==> src/rtl/hsv_pkg.sv <==
// hsv_pkg: shared HSV colour constants, pixel type and hue-sector helpers
package hsv_pkg;

    localparam int SECTOR_W = 3;

    localparam logic [7:0] SECT_B1   = 8'd43;
    localparam logic [7:0] SECT_B2   = 8'd86;
    localparam logic [7:0] SECT_B3   = 8'd129;
    localparam logic [7:0] SECT_B4   = 8'd172;
    localparam logic [7:0] SECT_B5   = 8'd215;
    localparam logic [7:0] HUE_THIRD = 8'd85;

    typedef logic [SECTOR_W-1:0] sector_t;

    typedef struct packed {
        logic [7:0] r;
        logic [7:0] g;
        logic [7:0] b;
    } pix_t;

    // h/43 without a divider: compare against the five sector starts
    function automatic sector_t hue_sector(input logic [7:0] h);
        return (h >= SECT_B5) ? 3'd5 :
               (h >= SECT_B4) ? 3'd4 :
               (h >= SECT_B3) ? 3'd3 :
               (h >= SECT_B2) ? 3'd2 :
               (h >= SECT_B1) ? 3'd1 : 3'd0;
    endfunction

    // First hue of a sector, i.e. 43*sector
    function automatic logic [7:0] sector_base(input sector_t sec);
        return (sec == 3'd5) ? SECT_B5 :
               (sec == 3'd4) ? SECT_B4 :
               (sec == 3'd3) ? SECT_B3 :
               (sec == 3'd2) ? SECT_B2 :
               (sec == 3'd1) ? SECT_B1 : 8'd0;
    endfunction

    // Route v/p/q/t onto r,g,b by sector; gray pixels bypass the mux so r=g=b=v exactly
    function automatic pix_t sector_mux(input sector_t sec, input logic gray,
                                        input logic [7:0] v, input logic [7:0] p,
                                        input logic [7:0] q, input logic [7:0] t);
        return gray          ? {v, v, v} :
               (sec == 3'd0) ? {v, t, p} :
               (sec == 3'd1) ? {q, v, p} :
               (sec == 3'd2) ? {p, v, t} :
               (sec == 3'd3) ? {p, q, v} :
               (sec == 3'd4) ? {t, p, v} : {v, p, q};
    endfunction

endpackage

==> src/rtl/hsv2rgb_if.sv <==
// hsv2rgb_if: valid/ready HSV input stream and RGB output stream of the converter
interface hsv2rgb_if;

    logic [7:0] h;
    logic [7:0] s;
    logic [7:0] v;
    logic       in_valid;
    logic       in_ready;
    logic [7:0] r;
    logic [7:0] g;
    logic [7:0] b;
    logic       out_valid;
    logic       out_ready;

    modport master (
        output h, s, v, in_valid, out_ready,
        input  in_ready, r, g, b, out_valid
    );

    modport slave (
        input  h, s, v, in_valid, out_ready,
        output in_ready, r, g, b, out_valid
    );

endinterface

==> src/rtl/hsv2rgb_mul8x8_hi.sv <==
// mul8x8_hi: registered 8x8 multiply keeping only the upper product byte
module mul8x8_hi (
    input  logic       clock,
    input  logic       en,
    input  logic [7:0] a,
    input  logic [7:0] b,
    output logic [7:0] p
);

    // Product register advances with the pipe and holds on stall
    always_ff @(posedge clock) begin
        if (en)
            p <= 8'(({8'd0, a} * {8'd0, b}) >> 8);
    end

endmodule

==> src/rtl/hsv2rgb.sv <==
// hsv2rgb: pipelined HSV to RGB converter; define HSV2RGB_SKID_EN for a 2-entry output skid buffer
module hsv2rgb
    import hsv_pkg::*;
(
    input  logic     clock,
    input  logic     reset,
    hsv2rgb_if.slave bus
);

    logic       advance;
    logic       accept;
    logic [7:0] h1, s1, v1, f1;
    sector_t    sec1, sec2, sec3;
    logic [7:0] v2, p2, sf2, sfi2;
    logic [7:0] v3, p3, q3, t3;
    logic       gray2, gray3;
    logic       vld1, vld2, vld3, vld4, vld5;
    pix_t       pix4, pix5;

    assign accept = bus.in_valid && bus.in_ready;
    assign sec1   = hue_sector(h1);
    assign f1     = (h1 - sector_base(sec1)) * 8'd6;

    mul8x8_hi u_p   (.clock(clock), .en(advance), .a(v1), .b(8'd255 - s1),   .p(p2));
    mul8x8_hi u_sf  (.clock(clock), .en(advance), .a(s1), .b(f1),            .p(sf2));
    mul8x8_hi u_sfi (.clock(clock), .en(advance), .a(s1), .b(8'd255 - f1),   .p(sfi2));
    mul8x8_hi u_q   (.clock(clock), .en(advance), .a(v2), .b(8'd255 - sf2),  .p(q3));
    mul8x8_hi u_t   (.clock(clock), .en(advance), .a(v2), .b(8'd255 - sfi2), .p(t3));

    // Payload registers; valid bits qualify them so they need no reset
    always_ff @(posedge clock) begin
        if (advance) begin
            h1    <= bus.h;
            s1    <= bus.s;
            v1    <= bus.v;
            sec2  <= sec1;
            v2    <= v1;
            gray2 <= (s1 == 8'd0);
            sec3  <= sec2;
            v3    <= v2;
            p3    <= p2;
            gray3 <= gray2;
            pix4  <= sector_mux(sec3, gray3, v3, p3, q3, t3);
        end
    end

    // Valid bits travel with their data so bubbles keep their slot; output register clears on reset
    always_ff @(posedge clock) begin
        if (!reset) begin
            vld1 <= 1'b0;
            vld2 <= 1'b0;
            vld3 <= 1'b0;
            vld4 <= 1'b0;
            vld5 <= 1'b0;
            pix5 <= '0;
        end else if (advance) begin
            vld1 <= accept;
            vld2 <= vld1;
            vld3 <= vld2;
            vld4 <= vld3;
            vld5 <= vld4;
            pix5 <= pix4;
        end
    end

`ifdef HSV2RGB_SKID_EN
    logic [1:0] cnt, cnt_nx;
    logic       rd, wr, push, pop, rdy;
    pix_t       skid [2];

    assign pop     = (cnt != 2'd0) && bus.out_ready;
    assign advance = !vld5 || (cnt != 2'd2) || pop;
    assign push    = advance && vld5;
    assign cnt_nx  = cnt + {1'b0, push} - {1'b0, pop};

    // Two-entry skid FIFO; in_ready is a flop so it never sees out_ready combinationally
    always_ff @(posedge clock) begin
        if (!reset) begin
            cnt     <= 2'd0;
            rd      <= 1'b0;
            wr      <= 1'b0;
            rdy     <= 1'b1;
            skid[0] <= '0;
            skid[1] <= '0;
        end else begin
            if (push)
                skid[wr] <= pix5;
            wr  <= wr ^ push;
            rd  <= rd ^ pop;
            cnt <= cnt_nx;
            rdy <= (cnt_nx <= 2'd1);
        end
    end

    assign bus.in_ready  = rdy;
    assign bus.out_valid = (cnt != 2'd0);
    assign bus.r         = skid[rd].r;
    assign bus.g         = skid[rd].g;
    assign bus.b         = skid[rd].b;
`else
    assign advance       = !vld5 || bus.out_ready;
    assign bus.in_ready  = advance;
    assign bus.out_valid = vld5;
    assign bus.r         = pix5.r;
    assign bus.g         = pix5.g;
    assign bus.b         = pix5.b;
`endif

endmodule

==> src/flat_wrapper.sv <==
// flat-port wrapper written by rule: the top's interface ports become plain ports
module hsv2rgb_flat import hsv_pkg::*;
  (clock, reset, bus_h, bus_s, bus_v, bus_in_valid, bus_out_ready, bus_in_ready, bus_r, bus_g, bus_b, bus_out_valid);
  hsv2rgb_if bus_i ();
  input  logic clock;
  input  logic reset;
  input wire logic [$bits(bus_i.h)-1:0] bus_h;
  input wire logic [$bits(bus_i.s)-1:0] bus_s;
  input wire logic [$bits(bus_i.v)-1:0] bus_v;
  input wire logic [$bits(bus_i.in_valid)-1:0] bus_in_valid;
  input wire logic [$bits(bus_i.out_ready)-1:0] bus_out_ready;
  output wire logic [$bits(bus_i.in_ready)-1:0] bus_in_ready;
  output wire logic [$bits(bus_i.r)-1:0] bus_r;
  output wire logic [$bits(bus_i.g)-1:0] bus_g;
  output wire logic [$bits(bus_i.b)-1:0] bus_b;
  output wire logic [$bits(bus_i.out_valid)-1:0] bus_out_valid;
  assign bus_i.h = bus_h;
  assign bus_i.s = bus_s;
  assign bus_i.v = bus_v;
  assign bus_i.in_valid = bus_in_valid;
  assign bus_i.out_ready = bus_out_ready;
  assign bus_in_ready = bus_i.in_ready;
  assign bus_r = bus_i.r;
  assign bus_g = bus_i.g;
  assign bus_b = bus_i.b;
  assign bus_out_valid = bus_i.out_valid;
  hsv2rgb u_core (.clock(clock), .reset(reset), .bus(bus_i));
endmodule
==> config.mk <==
export PLATFORM = sky130hd
export DESIGN_NAME = hsv2rgb_flat
export DESIGN_NICKNAME = d
export VERILOG_FILES = /design/src/rtl/hsv_pkg.sv /design/src/rtl/hsv2rgb_if.sv /design/src/rtl/hsv2rgb_mul8x8_hi.sv /design/src/rtl/hsv2rgb.sv /design/src/flat_wrapper.sv
export SDC_FILE = /design/constraint.sdc
export NUM_CORES = 1
export LEC_CHECK = 0
export BUFFER_PORTS_ARGS = -buffer_cell sky130_fd_sc_hd__buf_2
export CAP_MARGIN = 10
export CORE_ASPECT_RATIO = 1.2
export CORE_MARGIN = 3
export CORE_UTILIZATION = 30
export CTS_CLUSTER_DIAMETER = 150
export DETAILED_ROUTE_END_ITERATION = 8
export GPL_TIMING_DRIVEN = 0
export MAX_ROUTING_LAYER = met4
export PLACE_DENSITY = 0.48
export REMOVE_ABC_BUFFERS = 1
export SETUP_SLACK_MARGIN = 0.1
export SLEW_MARGIN = 20
export SYNTH_ARGS = -nofsm -noshare
export SYNTH_HDL_FRONTEND = slang
export SYNTH_SLANG_ARGS = --single-unit
==> constraint.sdc <==
create_clock -name clock -period 10.7 [get_ports clock]
set_input_delay 2.14 -clock clock [delete_from_list [all_inputs] [get_ports clock]]
set_output_delay 2.14 -clock clock [all_outputs]
set_load 0.1 [all_outputs]
==> results.cfg <==
[run_status]
status = complete, no violations

[floorplan]
die_area_mm2 = 0.0552
ios = 54
die_width_um = 215
rows = 91
die_h_um = 257
core_mm2 = 0.0516
initial_utilization_pct = 30.5

[logic_synthesis]
synthCells = 1572
yosysSeqAreaShare_pct = 26.6
ys_types = 64
yosys_most_used_dff = edfxtp_1
yosysWarnings = 0
synth_top_area_share_pct = 22.9
avgSynthCellArea_um2 = 10.0
synth.top_cells.by_area = edfxtp_1 23%, fa_1 22%, ha_1 14%, inv_1 5.8%, nor2b_1 5.6%
async_reset_ff_share_pct = 0
yosys.area.top_type = edfxtp_1
synth_area_mm2 = 0.0157
synth_commonest_cells = 244 x inv_1, 174 x ha_1, 170 x fa_1, 142 x nor2b_1, 120 x edfxtp_1
synth.ff_latch_count = 149
synth_enable_flop_cells = 120
synth_most_common_cell = inv_1

[setup_path]
cp_top_family = adder cells
cp_max_fo = 16
cp-end-kind = register
critPathArrivalTime_ns = 8.29
crit_path_frequent_cell = fa_1
cp.required_ns = 10.91
crit_buf_inv = 2
r2r_end = u_core.u_sfi.p[5]
timing.rr.start = u_core.h1[6]
r2r_setup_slack_ns = 2.63
slowest_delay_ns = 0.58
crit_type = register to register
startpoint_type = register
rr_worst_depth = 29
slowest_stage = or4_4

[clocking]
ctsResizeCount = 0
clock-sinks = 149
numCtsBuffers = 17
cts_setup_buffers = 0
clockBufferDepth = 2
cts.clk_slew.worst_paths_ns = 0.07
insertion_delay_ns = 0.47
cts.htree.levels = 4
cts_tree = yes
cts_hold_buf = 0
root_buffer = clkbuf_16

[run]
maxCapViolCount = 0

[detailed_routing]
drtAntennaViolNets = 0
drc = 0
first_pass_iters = 5
vias = 10700
drt_iter0_drc = 382
wirelength_um = 33900
vias_per_cell = 4.65
drt-wirelength-per-cell_um = 14.7

[layout]
layout.nets = 1967
stdcell_area_mm2 = 0.0174
multi_input_area_mm2 = 0.0104
seq_area_mm2 = 0.00418
fin_cells = 2305
n_fill_cell = 5318
final_util_pct = 33.8
syn_to_final_growth_pct = 10.8
drive_gt1_share_pct = 6.72
diodes = 0

[sta]
max_freq_ghz = 0.124
final.period_utilization_pct = 75.5
layout_min_cycle_time_ns = 8.07
setup_viol = 0
fin_skew_ns = 0.0152
report.final.slew_viol_count = 0
grt_setup_unrepaired = no
fin_ws_ns = 2.63
tightestPinTransition_ns = 1.06
finalHoldViolCount = 0
maxSlewHeadroom_pct = 28.6

[place]
dp_hpwl_um = 25700
port_buffers = 53
place_area_mm2 = 0.0168
dp.cells = 2270
pre_cts_slack_ns = 2.63
routabilityCongestion = 0.780

[worst_hold_path]
holdPathStages = 0
hp-class = register to register
min_to = u_core.p3[3]
min_from = u_core.u_p.p[3]

[grt]
grt_max_degree = 90
grt_overflow = 0
antenna_found_initial = 1
grt_pass1_wl_um = 57900
gr-usage-all-layers_pct = 13.3
grt_pass1_vias = 11400
==> stage by stage <==
| step | TNS, ns | hold WS [ns] |
|---|---|---|
| global route | 0 | 0.445 |
| CTS | 0 | 0.424 |
| global placement | -0.286 | 0.408 |
| floorplan | 0 | 0.400 |
| finish | 0 | 0.422 |
| detailed placement | 0 | 0.407 |
==> placed cells by master, fill, tap and decap left out, types with 5 or more instances in the layout <==
cell         n
a21oi_1     47
fa_1       170
a211oi_1    13
nor2b_1    141
o21ai_0     30
xor2_1      17
a221oi_1    15
o21bai_1     5
clkinv_8     5
a22oi_1      5
o311ai_0    10
and2_1      47
dfxtp_1     29
o22ai_1      8
a21o_1      17
and3_1       5
clkbuf_16   18
a311oi_1     6
xnor2_1     27
a21boi_0    28
nand2_1    114
o21a_1       7
or4_1        8
inv_8        5
nor2_1      30
nand2b_1   112
inv_1      243
edfxtp_1   120
buf_2       53
nor3_1      19
ha_1       174
==> worst max-delay path by stage <==
stage             startpoint                 to  slack, ns  depth (start not counted)
2_1_floorplan  bus_out_ready       bus_in_ready       2.80                          2
3_3_place_gp   bus_out_ready       bus_in_ready      -0.29                          4
3_5_place_dp    u_core.h1[6]  u_core.u_sfi.p[5]       2.63                         27
4_1_cts         u_core.h1[6]  u_core.u_sfi.p[5]       2.58                         27
5_1_grt         u_core.h1[6]  u_core.u_sfi.p[5]       2.17                         29
6_report        u_core.h1[6]  u_core.u_sfi.p[5]       2.63                         29
==> worst register-to-register path: cells and delay by family, from the launching register on <==
kind	cells	cell delay (ns)
AO/OA/AOI/OAI	9	1.53
XOR/XNOR	3	0.84
adder cells (fa/ha/maj)	8	3.06
buffers and inverters	2	0.11
flip-flops	1	0.49
AND/OR/NAND/NOR	7	1.78
==> metal layers <==
layer	GRT usage [%]	share of wire, %	wire (um)	vias to the layer above
met5	-	0	0	-
met4	4.22	2.3	795	0
met3	2.57	2.6	882	43
met2	22.4	49	16700	115
met1	16.3	46	15500	5313
li1	-	-	-	5241
==> cell families after synthesis <==
group | Yosys count | share of synthesized area (%)
AND/OR/NAND/NOR | 505 | 17.9
buffers and inverters | 301 | 7.23
XOR/XNOR | 47 | 2.71
AO/OA/AOI/OAI | 221 | 9.72
multiplexers | 5 | 0.350
flip-flops | 149 | 26.6
adder cells (fa/ha/maj) | 344 | 35.5
==> flip-flops by register name, summed over array words and instances (netlist names), 3 cells and up <==
name	cells
u_core.bus.g	8
u_core.h1	8
u_core.sec3	3
u_core.u_t.p	8
u_core.u_sf.p	8
u_core.s1	8
u_core.v3	8
u_core.u_sfi.p	8
u_core.u_q.p	8
u_core.sec2	3
u_core.p3	8
u_core.bus.r	8
u_core.v1	8
u_core.bus.b	8
u_core.v2	8
u_core.u_p.p	8
u_core.pix4	24
==> cell type report <==
type | instances | share of cell area, %
clock inverter | 14 | 0.969
sequential | 149 | 24.0
timing repair buffer | 61 | 2.31
clock buffer | 18 | 2.58
tap | 697 | 5.00
multi-input combinational | 1122 | 59.8
inverter | 244 | 5.30
Power is not shown: default switching activity piles up to over one toggle a cycle in this logic, so the estimate is an artifact.
